[src/rtl/pixel_window_packer.sv]
// pixel_window_packer: gathers DEPTH pixels into a window and hands it to a double-buffered output register
module pixel_window_packer #(
  parameter int PIXEL_W = 32,
  parameter int DEPTH   = 9,
  parameter int CNT_W   = 16
) (
  input  logic                       clk,
  input  logic                       reset_FSM,
  input  logic [PIXEL_W-1:0]         pixel,
  input  logic                       ren,
  output logic                       in_ready,
  input  logic                       flush,
  output logic [DEPTH*PIXEL_W-1:0]   out,
  output logic                       out_valid,
  input  logic                       out_ready,
  output logic [CNT_W-1:0]           win_count,
  output logic                       overflow
);
  localparam int QW = $clog2(DEPTH);
  typedef enum logic [1:0] {IDLE, FILL, HOLD} state_t;
  state_t                     state_q, state_d;
  logic [QW-1:0]              q_q, q_d;
  logic [DEPTH*PIXEL_W-1:0]   fill_q, fill_d, out_q, out_d;
  logic                       out_valid_q, out_valid_d;
  logic [CNT_W-1:0]           win_count_q, win_count_d;
  logic                       overflow_q, overflow_d;
  logic                       accept, drain, last, xfer;
  assign in_ready  = (state_q != HOLD) & !flush;
  assign out       = out_q;
  assign out_valid = out_valid_q;
  assign win_count = win_count_q;
  assign overflow  = overflow_q;
  // Next-state: slot write, window hand-off to the output buffer, counters and sticky overflow
  always_comb begin
    accept = ren & in_ready;
    drain  = out_valid_q & out_ready;
    last   = accept & (q_q == QW'(DEPTH - 1));
    xfer   = (last & (!out_valid_q | out_ready)) | (!flush & (state_q == HOLD) & drain);
    fill_d = fill_q;
    for (int k = 0; k < DEPTH; k++)
      if (accept && q_q == QW'(k)) fill_d[k*PIXEL_W +: PIXEL_W] = pixel;
    q_d         = (flush | last) ? '0 : accept ? q_q + 1'b1 : q_q;
    state_d     = flush ? IDLE :
                  (state_q == HOLD) ? (drain ? IDLE : HOLD) :
                  last ? (xfer ? IDLE : HOLD) :
                  accept ? FILL : state_q;
    out_d       = xfer ? fill_d : out_q;
    out_valid_d = xfer | (out_valid_q & !out_ready);
    win_count_d = win_count_q + CNT_W'(drain);
    overflow_d  = overflow_q | (ren & !in_ready & !flush);
  end
  // State registers, cleared asynchronously
  always_ff @(posedge clk or posedge reset_FSM) begin
    if (reset_FSM) begin
      state_q     <= IDLE;
      q_q         <= '0;
      fill_q      <= '0;
      out_q       <= '0;
      out_valid_q <= 1'b0;
      win_count_q <= '0;
      overflow_q  <= 1'b0;
    end else begin
      state_q     <= state_d;
      q_q         <= q_d;
      fill_q      <= fill_d;
      out_q       <= out_d;
      out_valid_q <= out_valid_d;
      win_count_q <= win_count_d;
      overflow_q  <= overflow_d;
    end
  end
endmodule

[config.mk]
export PLATFORM = sky130hd
export DESIGN_NAME = pixel_window_packer
export DESIGN_NICKNAME = d
export VERILOG_FILES = /design/src/rtl/pixel_window_packer.sv
export SDC_FILE = /design/constraint.sdc
export NUM_CORES = 1
export LEC_CHECK = 0
export ABC_AREA = 1
export CAP_MARGIN = 20
export CORE_MARGIN = 3
export CORE_UTILIZATION = 68
export CTS_BUF_LIST = sky130_fd_sc_hd__clkbuf_16
export CTS_CLUSTER_DIAMETER = 50
export DETAILED_ROUTE_END_ITERATION = 8
export DONT_BUFFER_PORTS = 1
export GPL_TIMING_DRIVEN = 0
export PLACE_DENSITY = 0.84
export SLEW_MARGIN = 15
export SYNTH_ARGS = -nofsm -noshare
export SYNTH_HDL_FRONTEND = slang
export SYNTH_SLANG_ARGS = --single-unit
[constraint.sdc]
create_clock -name clk -period 57.5 [get_ports clk]
set_input_delay 11.5 -clock clk [delete_from_list [all_inputs] [get_ports clk]]
set_output_delay 11.5 -clock clk [all_outputs]
set_load 0.005 [all_outputs]
==> results of run 1 <==
[per-layer routing]
metal / part of all wire / global-route usage / up-vias
met5: 0 / 0 / -
met4: 0.049 / 0.151 / 0
met3: 0.11 / 0.105 / 212
met2: 0.45 / 0.527 / 859
met1: 0.39 / 0.467 / 8258
li1: - / - / 7410
[kinds of logic after synthesis]
logic type               count (synthesis)  synth area share
AND/OR/NAND/NOR                       1239             0.213
flip-flops                             600             0.672
AO/OA/AOI/OAI                          296            0.0682
buffers and inverters                  174            0.0388
XOR/XNOR                                12           0.00470
adder cells (fa/ha/maj)                  6           0.00336
[cells in the final DEF (no fill, tap or decap)]
| cell | Yosys | layout |
|---|---|---|
| nor2_4 | 1 | 1 |
| nand2_1 | 1186 | 1186 |
| buf_6 | 4 | 4 |
| buf_2 | 68 | 68 |
| nand4_1 | 7 | 7 |
| nand2_2 | 3 | 3 |
| clkbuf_1 | 15 | 15 |
| nand2_4 | 7 | 7 |
| clkinv_1 | 0 | 8 |
| buf_1 | 7 | 7 |
| dfrtp_1 | 600 | 600 |
| inv_8 | 0 | 1 |
| bufinv_16 | 0 | 3 |
| xnor2_1 | 2 | 2 |
| buf_4 | 23 | 23 |
| clkbuf_16 | 0 | 56 |
| o21ai_2 | 10 | 10 |
| buf_16 | 0 | 5 |
| xor2_1 | 10 | 10 |
| inv_1 | 52 | 64 |
| inv_2 | 3 | 3 |
| clkinv_8 | 0 | 1 |
| nor3_1 | 5 | 5 |
| o21ai_1 | 178 | 178 |
| ha_1 | 6 | 6 |
| o21bai_1 | 1 | 1 |
| nand3_1 | 9 | 9 |
| inv_6 | 0 | 1 |
| inv_4 | 1 | 1 |
| clkinv_4 | 0 | 1 |
| o21ai_0 | 105 | 105 |
| nor2_1 | 20 | 20 |
| nor2_8 | 1 | 1 |
| clkinv_2 | 0 | 13 |
| o22ai_1 | 2 | 2 |
| clkinvlp_4 | 0 | 6 |
| buf_8 | 1 | 1 |
[where the power goes]
| part | switching (W) | internal [W] | total (W) |
|---|---|---|---|
| sequential | 0.0000101 | 0.000451 | 0.000461 |
| clock | 0.000156 | 0.000191 | 0.000347 |
| combinational | 0.0000387 | 0.0000161 | 0.0000548 |
| total | 0.000205 | 0.000658 | 0.000863 |
[layout make-up]
| cell class | instances | area share |
|---|---|---|
| buffer | 118 | 0.0265 |
| clock buffer | 56 | 0.0566 |
| clock inverter | 46 | 0.0126 |
| inverter | 56 | 0.00889 |
| multi-input combinational | 1553 | 0.261 |
| sequential | 600 | 0.606 |
| tap | 435 | 0.0220 |
| timing repair buffer | 5 | 0.00556 |
[per-stage QoR]
stage | power (W) | cell area (sq um) | utilization
after floorplan | 0.000506 | 22400 | -
after global placement | 0.000518 | 22900 | 0.717
after detailed placement | 0.000521 | 23000 | 0.721
after CTS | 0.000864 | 24800 | 0.775
after global routing | 0.000893 | 24800 | 0.775
final | 0.000863 | 24800 | 0.775
[state kept, by name (all words and copies together) (netlist names)]
name and count:
fill_q 288, out 288, win_count 16, q_q 4
state_q 2, out_valid 1, overflow 1
[path summary, 6_finish.rpt]
check | depth (start not counted) | start | end
worst max-delay path | 1 | flush | in_ready
worst min-delay path | 2 | fill_q[213] | fill_q[213]
worst max register to register | 9 | q_q[0] | out[194]
worst min register to register | 2 | fill_q[213] | fill_q[213]
max in group asynchronous | 4 | reset_FSM | out[171]
min in group asynchronous | 1 | reset_FSM | win_count[8]
==> run summary, run 1 <==
Status = completed
Post CTS Setup Buffer Count = 0
DP Worst Slack = 34.37 ns
Largest net degree at the start of global routing = 123
DR DRC count = 0
Peak supply drop = 0.0312 mV
Final weighted congestion in routability-driven placement = 0.917
Synth top cells by count = nand2_1, dfrtp_1, o21ai_1, o21ai_0, buf_2
Endpoints failing hold = 0
Critical path capture point type = primary output
Clock Latency Late Sink = 0.58 ns
Register Area = 15000 sq um
Yosys top cell by area = dfrtp_1
Layout cells sized above 1 = 0.0859
Non-filler cells, final = 2869
Slew Viols, Final = 0
Starting Density = 0.699
CTS clk-pin slew, worst paths = 0.06 ns
Die Ht = 187 um
Number of synthesized register bits = 600
Initial antenna violation count = 1
Area Growth Syn to Fin = 10.8%
HPWL after DPL = 40.6 mm
Max-cap viol count = 0
Worst hold margin = 0.474 ns
Die Area = 35100 sq um
Pleak = 13.4 nW
Cell variety after synth = 27
GRT overflow = 0
FP Rows = 65
Diode count = 0
Yosys top cell area share = 0.672
FF-to-FF setup slack = 55.18 ns
Hold Path Class = reg2reg
Synthesized cell area = 22400 sq um
Synthesis Warnings = 0
Routed length per placed instance = 20.9 um
Io pins = 344
CP Cell Sequence = nor2_1
Startpoint types = input pin
Layout filler cell count = 2016
Worst slew pin tran = 0.766 ns
Post-Route Setup TNS = 0 ns
DR vias/cell = 5.83
Syn Nets = 2370
CP max FO = 4
Die Wd = 187 um
CTS tree = done
Global-route wire length before repair = 95.1 mm
Most common cell in the netlist = nand2_1
P per Cell Area = 34.9 nW/um^2
Slew HR = 0.489
Worst path top cell family by delay = simple AND/OR/NAND/NOR gates
RSZ-0062 raised after global routing = no
Synth Instances = 2327
Multi-input logic area = 6470 sq um
Synth async-reset ratio = 1.00
Critical path's largest stage delay = 0.12 ns
Minimum clock period = 23.12 ns
Crit path DAT = 11.62 ns
Final WS setup = 34.38 ns
Avg Inst Size Synth = 9.61 sq um
Final period util = 0.402
1st-pass router iterations = 6
WL final = 60.1 mm
Total track usage = 0.345
CTS Sinks = 600
Critical Path RT = 46.00 ns
Root Driver = clkbuf_16
Placeable Area = 32000 sq um
Kind of critical path = in2out
CTS Hold Bufs = 0
Port bufs = 0
Worst path buffer plus inverter count = 0
CP max stage cell = nor2_1
EDFF count, synth = 0
DRT iter0 DRCs = 1539
Synth area leaders = dfrtp_1, nand2_1, o21ai_1
Seq/Total Area, Yosys = 0.672
Via count = 16700
Max Clk Rate = 43.3 MHz
H-tree depth = 2
Final antenna-violating net count = 0
Resized Gates After CTS = 0
DP Cell Count = 2767
Final net count = 2432
Final Skew = 0.0319 ns
Maximum buffer depth of the clock tree = 3
Top FF cell, synth = dfrtp_1
CTS Buf Count = 55
Number of global-route vias before repair = 17100
Final setup violating endpoints = 0
Note: power is estimated with default switching activity, not from simulation.
==> run 2, diff against run 1 <==
--- a/config.mk
+++ b/config.mk
@@ -8,13 +8,13 @@
 export ABC_AREA = 1
 export CAP_MARGIN = 20
 export CORE_MARGIN = 3
-export CORE_UTILIZATION = 68
+export CORE_UTILIZATION = 57
 export CTS_BUF_LIST = sky130_fd_sc_hd__clkbuf_16
 export CTS_CLUSTER_DIAMETER = 50
 export DETAILED_ROUTE_END_ITERATION = 8
 export DONT_BUFFER_PORTS = 1
 export GPL_TIMING_DRIVEN = 0
-export PLACE_DENSITY = 0.84
+export PLACE_DENSITY = 0.75
 export SLEW_MARGIN = 15
 export SYNTH_ARGS = -nofsm -noshare
 export SYNTH_HDL_FRONTEND = slang
==> constraint.sdc (replaced) <==
create_clock -name clk -period 20.3 [get_ports clk]
set_input_delay 4.06 -clock clk [delete_from_list [all_inputs] [get_ports clk]]
set_output_delay 4.06 -clock clk [all_outputs]
set_load 0.005 [all_outputs]
==> run summary, run 2 (synthesis gave the netlist of run 1 again) <==
Largest net degree at the start of global routing = 41 (-67%)
Finished Cell Area = 25200 sq um (+1.7%)
Final Skew = 0.0185 ns (-0.0134 ns)
DR vias/cell = 5.55 (-4.8%)
Kind of critical path = in2out
P per Cell Area = 99.1 nW/um^2 (+180%)
Placeable Area = 38200 sq um (+20%)
HPWL after DPL = 43.5 mm (+7.3%)
CTS Buf Count = 58 (+5.5%)
Max Clk Rate = 121 MHz
Worst path top cell family by delay = simple AND/OR/NAND/NOR gates
CP max stage cell = nor2_1
Routed length per placed instance = 20.6 um (-1.7%)
Final net count = 2448 (+0.66%)
CTS Sinks = 600 (unchanged)
Clock Latency Late Sink = 0.60 ns (+0.02 ns)
Die Ht = 204 um (+8.9%)
Post CTS Setup Buffer Count = 0 (unchanged)
Io pins = 344 (unchanged)
RSZ-0062 raised after global routing = no
Critical path capture point type = primary output
GRT overflow = 0 (unchanged)
Area Growth Syn to Fin = 12.6%
Root Driver = clkbuf_16
FP Rows = 71 (+9.2%)
Area post-placement = 23400 sq um (+1.4%)
Hold Path Class = reg2reg
WL final = 61.0 mm (+1.5%)
Total power = 0.00250 W (+190%)
Worst path buffer plus inverter count = 0 (unchanged)
Worst slew pin tran = 0.779 ns (+0.0132 ns)
Max-cap viol count = 0 (unchanged)
FF-to-FF setup slack = 18.06 ns (-37.12 ns)
Slew HR = 0.477 (-0.0128)
Maximum buffer depth of the clock tree = 3 (unchanged)
Die Wd = 204 um (+8.9%)
Port bufs = 0 (unchanged)
CP Cell Sequence = nor2_1
Slew Viols, Final = 0 (unchanged)
Endpoints failing hold = 0 (unchanged)
1st-pass router iterations = 6 (unchanged)
Minimum clock period = 8.24 ns
Post-layout util = 0.659 (-0.115)
Final antenna-violating net count = 0 (unchanged)
Post-Route Setup TNS = 0 ns (unchanged)
Global-route wire length before repair = 94.6 mm (-0.54%)
Die Area = 41600 sq um (+19%)
Critical Path RT = 16.24 ns (-29.76 ns)
CTS clk-pin slew, worst paths = 0.05 ns (about the same)
Starting Density = 0.585 (-0.114)
Diode count = 0 (unchanged)
Crit path depth = 1 (unchanged)
Layout cells sized above 1 = 0.0927 (+0.00679)
CTS tree = done
Total track usage = 0.294 (-0.0519)
Peak supply drop = 0.0841 mV (+170%)
Startpoint types = input pin
Min-Delay Path Depth = 2 (unchanged)
Number of global-route vias before repair = 16500 (-3.9%)
CP max FO = 4 (unchanged)
CTS Hold Bufs = 0 (unchanged)
Crit path DAT = 4.18 ns (-7.44 ns)
Worst hold margin = 0.472 ns (-0.00284 ns)
Via count = 16400 (-1.8%)
Pleak = 13.5 nW (+1.2%)
H-tree depth = 2 (unchanged)
Resized Gates After CTS = 0 (unchanged)
Critical path's largest stage delay = 0.12 ns (about the same)
Most frequent cells in the layout = nand2_1, dfrtp_1, o21ai_1
Status = completed
Worst r2r path cells = 10 (+1)
Final setup violating endpoints = 0 (unchanged)
Commonest non-fill, non-tap cell in the layout = nand2_1
Final period util = 0.406
DR DRC count = 0 (unchanged)
DRT iter0 DRCs = 1210 (-21%)
Final weighted congestion in routability-driven placement = 0.883 (-3.7%)
Initial antenna violation count = 1 (unchanged)
==> run 2: changes by cell type in the layout (fill, tap and decap cells not counted), sizes merged <==
cell,before,now
buf,108,121
clkinv,23,27
clkbuf,71,74
clkinvlp,6,3
inv,70,68
bufinv,3,4
==> run 2: power breakdown <==
part	total (W)	switching (W)	internal, W
logic	0.000160	0.000110	0.0000502
registers	0.00130	0.0000268	0.00128
clock network	0.00103	0.000453	0.000578
==> run 2: path summary, 6_finish.rpt <==
| path | start | to |
|---|---|---|
| max reg2reg | q_q[0] | out[91] |
| max | flush | in_ready |
| max in group asynchronous | reset_FSM | out[168] |
| min reg2reg | fill_q[211] | fill_q[211] |
| min | fill_q[211] | fill_q[211] |
| min in group asynchronous | reset_FSM | win_count[8] |
==> run 2: area by class of cell <==
class                      count  area [sq um]
clock inverter                46           333
buffer                       118           656
clock buffer                  59          1480
fill                        2983         13000
multi-input combinational   1553          6470
sequential                   600         15000
timing repair buffer          18           375
tap                          511           639
inverter                      56           216
==> run 2: metrics by stage <==
stage | cells | setup WS (ns)
finish | 2961 | 12.06
global route | 2961 | 12.05
CTS | 2961 | 12.05
detailed placement | 2856 | 12.05
global placement | 2838 | 5.51
floorplan | 2327 | 8.06
==> run 2: per-layer routing <==
| metal | track usage | part of all wire |
|---|---|---|
| met1 | 0.400 | 0.41 |
| met2 | 0.462 | 0.47 |
| met3 | 0.0792 | 0.089 |
| met4 | 0.104 | 0.034 |
| met5 | 0 | 0 |
